--- src/rtl/pipe_stage_register_if.sv ---
// Handshake/bus bundle for pipe_stage_register: pipeline control inputs, the entry
// being loaded, the last-stage entry and the bubble counter.
interface pipe_stage_register_if #(
  parameter int CTRL_W = 16,
  parameter int DATA_W = 128,
  parameter int CNT_W  = 16
);
  logic              stall;
  logic              flush;
  logic              insert_bubble;
  logic              valid_in;
  logic [CTRL_W-1:0] ctrl_in;
  logic [DATA_W-1:0] data_in;
  logic              cnt_clear;
  logic              valid_out;
  logic [CTRL_W-1:0] ctrl_out;
  logic [DATA_W-1:0] data_out;
  logic [CNT_W-1:0]  bubble_cnt;

  modport master (
    output stall, flush, insert_bubble, valid_in, ctrl_in, data_in, cnt_clear,
    input  valid_out, ctrl_out, data_out, bubble_cnt
  );

  modport slave (
    input  stall, flush, insert_bubble, valid_in, ctrl_in, data_in, cnt_clear,
    output valid_out, ctrl_out, data_out, bubble_cnt
  );
endinterface

--- src/rtl/pipe_stage_register.sv ---
// Chain of DEPTH pipeline registers carrying a control and a data bundle, with
// flush/stall/bubble handling and a saturating count of empty output cycles.
module pipe_stage_register #(
  parameter int CTRL_W = 16,
  parameter int DATA_W = 128,
  parameter int DEPTH  = 1,
  parameter int CNT_W  = 16
) (
  input logic                   clk,
  input logic                   reset,
  pipe_stage_register_if.slave  bus
);

  if (DEPTH < 1 || DEPTH > 4) begin : g_bad_depth
    $error("pipe_stage_register: DEPTH must be in 1..4");
  end

  logic              valid_q [DEPTH];
  logic [CTRL_W-1:0] ctrl_q  [DEPTH];
  logic [DATA_W-1:0] data_q  [DEPTH];
  logic [CNT_W-1:0]  cnt_q;
  logic              load_valid;

  // A bubble or an invalid incoming entry must never carry live control bits.
  assign load_valid = bus.valid_in & ~bus.insert_bubble;

  always_ff @(posedge clk) begin
    if (reset) begin
      for (int k = 0; k < DEPTH; k++) begin
        valid_q[k] <= 1'b0;
        ctrl_q[k]  <= '0;
        data_q[k]  <= '0;
      end
    end else if (bus.flush) begin
      // Flush kills control even under stall, but data still shifts.
      valid_q[0] <= 1'b0;
      ctrl_q[0]  <= '0;
      data_q[0]  <= bus.data_in;
      for (int k = 1; k < DEPTH; k++) begin
        valid_q[k] <= 1'b0;
        ctrl_q[k]  <= '0;
        data_q[k]  <= data_q[k-1];
      end
    end else if (!bus.stall) begin
      valid_q[0] <= load_valid;
      ctrl_q[0]  <= load_valid ? bus.ctrl_in : '0;
      data_q[0]  <= bus.data_in;
      for (int k = 1; k < DEPTH; k++) begin
        valid_q[k] <= valid_q[k-1];
        ctrl_q[k]  <= ctrl_q[k-1];
        data_q[k]  <= data_q[k-1];
      end
    end
  end

  always_ff @(posedge clk) begin
    if (reset || bus.cnt_clear) begin
      cnt_q <= '0;
    end else if (!valid_q[DEPTH-1] && cnt_q != '1) begin
      cnt_q <= cnt_q + 1'b1;
    end
  end

  assign bus.valid_out  = valid_q[DEPTH-1];
  assign bus.ctrl_out   = ctrl_q[DEPTH-1];
  assign bus.data_out   = data_q[DEPTH-1];
  assign bus.bubble_cnt = cnt_q;

  for (genvar g = 0; g < DEPTH; g++) begin : g_dead_ctrl_chk
    a_dead_ctrl_zero: assert property (
      @(posedge clk) disable iff (reset) !valid_q[g] |-> (ctrl_q[g] == '0)
    );
  end

endmodule

--- src/flat_wrapper.sv ---
// flat-port wrapper written by rule: the top's interface ports become plain ports
module pipe_stage_register_flat 
#(
  parameter int CTRL_W = 16,
  parameter int DATA_W = 128,
  parameter int DEPTH  = 1,
  parameter int CNT_W  = 16
)
  (clk, reset, bus_stall, bus_flush, bus_insert_bubble, bus_valid_in, bus_ctrl_in, bus_data_in, bus_cnt_clear, bus_valid_out, bus_ctrl_out, bus_data_out, bus_bubble_cnt);
  pipe_stage_register_if #(.CTRL_W(CTRL_W), .DATA_W(DATA_W), .CNT_W(CNT_W)) bus_i ();
  input logic clk;
  input logic reset;
  input wire logic [$bits(bus_i.stall)-1:0] bus_stall;
  input wire logic [$bits(bus_i.flush)-1:0] bus_flush;
  input wire logic [$bits(bus_i.insert_bubble)-1:0] bus_insert_bubble;
  input wire logic [$bits(bus_i.valid_in)-1:0] bus_valid_in;
  input wire logic [$bits(bus_i.ctrl_in)-1:0] bus_ctrl_in;
  input wire logic [$bits(bus_i.data_in)-1:0] bus_data_in;
  input wire logic [$bits(bus_i.cnt_clear)-1:0] bus_cnt_clear;
  output wire logic [$bits(bus_i.valid_out)-1:0] bus_valid_out;
  output wire logic [$bits(bus_i.ctrl_out)-1:0] bus_ctrl_out;
  output wire logic [$bits(bus_i.data_out)-1:0] bus_data_out;
  output wire logic [$bits(bus_i.bubble_cnt)-1:0] bus_bubble_cnt;
  assign bus_i.stall = bus_stall;
  assign bus_i.flush = bus_flush;
  assign bus_i.insert_bubble = bus_insert_bubble;
  assign bus_i.valid_in = bus_valid_in;
  assign bus_i.ctrl_in = bus_ctrl_in;
  assign bus_i.data_in = bus_data_in;
  assign bus_i.cnt_clear = bus_cnt_clear;
  assign bus_valid_out = bus_i.valid_out;
  assign bus_ctrl_out = bus_i.ctrl_out;
  assign bus_data_out = bus_i.data_out;
  assign bus_bubble_cnt = bus_i.bubble_cnt;
  pipe_stage_register #(.CTRL_W(CTRL_W), .DATA_W(DATA_W), .DEPTH(DEPTH), .CNT_W(CNT_W)) u_core (.clk(clk), .reset(reset), .bus(bus_i));
endmodule
--- config.mk ---
export PLATFORM = sky130hd
export DESIGN_NAME = pipe_stage_register_flat
export DESIGN_NICKNAME = d
export VERILOG_FILES = /design/src/rtl/pipe_stage_register_if.sv /design/src/rtl/pipe_stage_register.sv /design/src/flat_wrapper.sv
export SDC_FILE = /design/constraint.sdc
export NUM_CORES = 1
export LEC_CHECK = 0
export CAP_MARGIN = 5
export CORE_MARGIN = 2
export CORE_UTILIZATION = 36
export CTS_CLUSTER_SIZE = 14
export DETAILED_ROUTE_END_ITERATION = 12
export PLACE_DENSITY = 0.83
export SYNTH_ARGS = -nofsm -noshare
export SYNTH_HDL_FRONTEND = slang
export SYNTH_SLANG_ARGS = --single-unit
export TNS_END_PERCENT = 5
--- constraint.sdc ---
create_clock -name clk -period 4.6 [get_ports clk]
set_input_delay 0.92 -clock clk [delete_from_list [all_inputs] [get_ports clk]]
set_output_delay 0.92 -clock clk [all_outputs]
set_load 0.03 [all_outputs]
==> impl_metrics.csv <==
group,metric,value,unit
timing,relSlewSlack,34.05,%
finish,fin_nets,879,
critical_path,crit_type,"flip-flop to output port",
yosys,syn_nets,564,
yosys,synth.distinct_cells,36,
yosys,synth_area_leader_cell,"edfxtp_1",
yosys,synth_top_family_by_area,"simple AND/OR/NAND/NOR gates",
floorplanning,die_h,135.2,um
grt,top_usage_layer,"met2",
clocking,clockRootBuffer,"clkbuf_16",
floorplanning,start_util,37.08,%
power_and_ir_drop,powerDensity,375.3,mW/mm^2
floorplanning,die_w,135.2,um
clocking,hold_buffers,0,
clocking,cts.sinks,161,
clocking,post_cts_resized,0,
clocking,clk_pin_slew,70,ps
finish,antennaDiodeCount,0,
power_and_ir_drop,p_leak,3.856,nW
finish,fillers,1278,
yosys,synth_area_leaders,"edfxtp_1 (70%), and2_1 (13%), dfxtp_1 (5.2%), and3_1 (1.7%), clkbuf_1 (1.2%)",
yosys,synth_cells,412,
yosys,synthSimpleGateAreaFrac,19.86,%
placement,place_area,0.009580,sq mm
finish,ff_latch_area,0.004674,sq mm
yosys,synth_xor_area_share,0.1414,%
timing,tightest_slew,989.3,ps
timing,rsz0062_at_grt,"no",
finish,drive_gt1_share,6.486,%
grt,groute.usage.overall,17.59,%
finish,area_growth,64.38,%
clocking,numCtsBuffers,17,
detailed_routing,vias_per_cell,4.622,
grt,use_met3,7.520,%
critical_path,cp_max_fo,10,
yosys,avgSynthCellArea,15.03,sq um
placement,place_hpwl,11.88,mm
yosys,synth.yosys.warnings,0,
timing,hold_viol_final,0,
detailed_routing,drt.antenna.violating_nets,0,
critical_path,cpLargestDelayFamily,"buffers and inverters",
critical_path,cp.arrival,1710,ps
placement,dp_cells,928,
detailed_routing,routedWlPerCell,16.94,um
critical_path,crit_buf_inv,1,
detailed_routing,first_pass_iters,4,
detailed_routing,routed_wirelength,16.27,mm
critical_path,crit_slowest_cell,"clkdlybuf4s50_1",
hold_path,hp-class,"flip-flop to flip-flop",
detailed_routing,num_vias,4437,
clocking,post_cts_buffers,0,
placement,dp_slack,1605,ps
clocking,clk_latency,420,ps
finish,fin_area,0.01018,sq mm
finish,mostFrequentLayoutCell,"clkdlybuf4s50_1",
finish,multi_input_area,0.001464,sq mm
power_and_ir_drop,ir_worst_vdd,245.8,uV
floorplanning,io_pins,312,
grt,overflow,0,
critical_path,critPathLaunchType,"flip-flop",
yosys,synthAdderAreaFrac,0.2021,%
timing,min_period,2628,ps
timing,setup_viol,0,
grt,antenna_found_initial,0,
grt,grt_pass1_vias,4488,
yosys,syn_area,0.006192,sq mm
critical_path,max_stage_delay,750,ps
timing,worst_slack,1972,ps
timing,timing.fmax,0.3805,GHz
grt,use_met2,29.30,%
finish,fin_cells,960,
floorplanning,rows,47,
placement,port_buffers,311,
yosys,synth.area.mux_share,0,%
grt,grt_util_met1,19.72,%
yosys,seq_area_frac_synth,75.49,%
critical_path,cp-end-kind,"output port",
clocking,cts_tree,"done",
detailed_routing,drtIter0Drc,226,
grt,grt_max_degree,129,
detailed_routing,drc,0,
timing,finalSetupTns,0,ps
floorplanning,core_area,0.01670,sq mm
timing,skew,5.839,ps
timing,fin_crit_sh,57.14,%
placement,gp_congestion,0.7807,
finish,final_cell_mix,"clkdlybuf4s50_1 (311), edfxtp_1 (145), and2_1 (130), and3_1 (17), clkbuf_16 (17)",
clocking,h-tree-depth,4,
outcome,status,"finished, final reports clean",
timing,maxSlewViolCount,0,
clocking,clk_path_buf_depth,2,
yosys,yosysTopAreaCellShare,70.32,%
critical_path,cp_cell_sequence,"clkdlybuf4s50_1",
critical_path,required,3680,ps
floorplanning,die_area,0.01827,sq mm
grt,grt_first_pass_wirelength,24.15,mm
job,cap_violations,0,
yosys,synth_seq_cells,161,
yosys,synth_compound_area_share,3.031,%
[per-layer routing]
metal	routed length [um]	vias to the layer above
li1	-	2126
met1	6161	2053
met2	8014	226
met3	1604	32
met4	484	0
met5	0	-
[flip-flops by register name, summed over array words and instances (netlist names)]
register               cells
u_core.valid_q             1
u_core.ctrl_q             16
u_core.bus.bubble_cnt     16
u_core.data_q            128
[power by group]
group	leakage, nW	switching (mW)	internal, mW	total [mW]
clock network	0.295	0.614	0.819	1.43
registers	1.76	0.0298	1.71	1.74
logic	1.80	0.340	0.312	0.652
[stage by stage]
step / util [%] / hold slack (ps) / total power, mW
CTS: 60.95 / 535.3 / 3.856
global route: 60.95 / 558.8 / 3.948
floorplan: - / 613.2 / 2.069
global placement: 57.36 / 520.3 / 2.412
finish: 60.95 / 533.6 / 3.820
detailed placement: 57.36 / 519.3 / 2.424
[cells in the mapped netlist]
cell type and count:
a21oi_1 9, a31o_2 3, a31oi_1 2, a41o_1 1, a41oi_1 1, and2_1 130, and3_1 17, and4_1 3
and4b_1 1, clkbuf_1 20, dfxtp_1 16, edfxtp_1 145, ha_1 1, inv_1 1, nand2_1 9, nand3_1 3
nand4_1 5, nand4_2 1, nand4b_1 1, nor2_1 9, nor2b_1 1, nor3_1 8, nor4_1 2, nor4_2 1
o21ai_0 4, o21ai_1 1, o311a_1 1, o311ai_0 2, o31ai_1 2, o41ai_1 2, or2_2 2, or3_1 3
or3_4 1, or4_1 2, or4b_1 1, xnor2_1 1
[path summary, 6_finish.rpt]
kind	startpoint	slack [ps]	to	depth (start not counted)
setup / recovery	u_core.valid_q[0]$_DFFE_PP_	1970	bus_valid_out	1
hold / removal	u_core.bus.bubble_cnt[13]$_SDFFE_PP0P_	530	u_core.bus.bubble_cnt[13]$_SDFFE_PP0P_	2
hold reg to reg	u_core.bus.bubble_cnt[13]$_SDFFE_PP0P_	530	u_core.bus.bubble_cnt[13]$_SDFFE_PP0P_	2
setup reg to reg	u_core.bus.bubble_cnt[0]$_SDFFE_PP0P_	2510	u_core.bus.bubble_cnt[15]$_SDFFE_PP0P_	5
[cell type report]
| type | count | area share (%) |
|---|---|---|
| well taps | 220 | 2.704 |
| flip-flops and latches | 161 | 45.93 |
| repair buffers | 316 | 31.08 |
| clock inverters | 15 | 1.696 |
| multi-input cells | 230 | 14.38 |
| inverters | 1 | 0.03688 |
| clock buffers | 17 | 4.179 |
[logic make-up after synthesis]
group                      Yosys count
AOI/OAI and AO/OA                   28
xor gates and xnor gates             1
adders and majority gates            1
buffers and inverters               21
DFF                                161
and+or+nand+nor                    200
No activity file was read; power rests on OpenSTA's default activity.
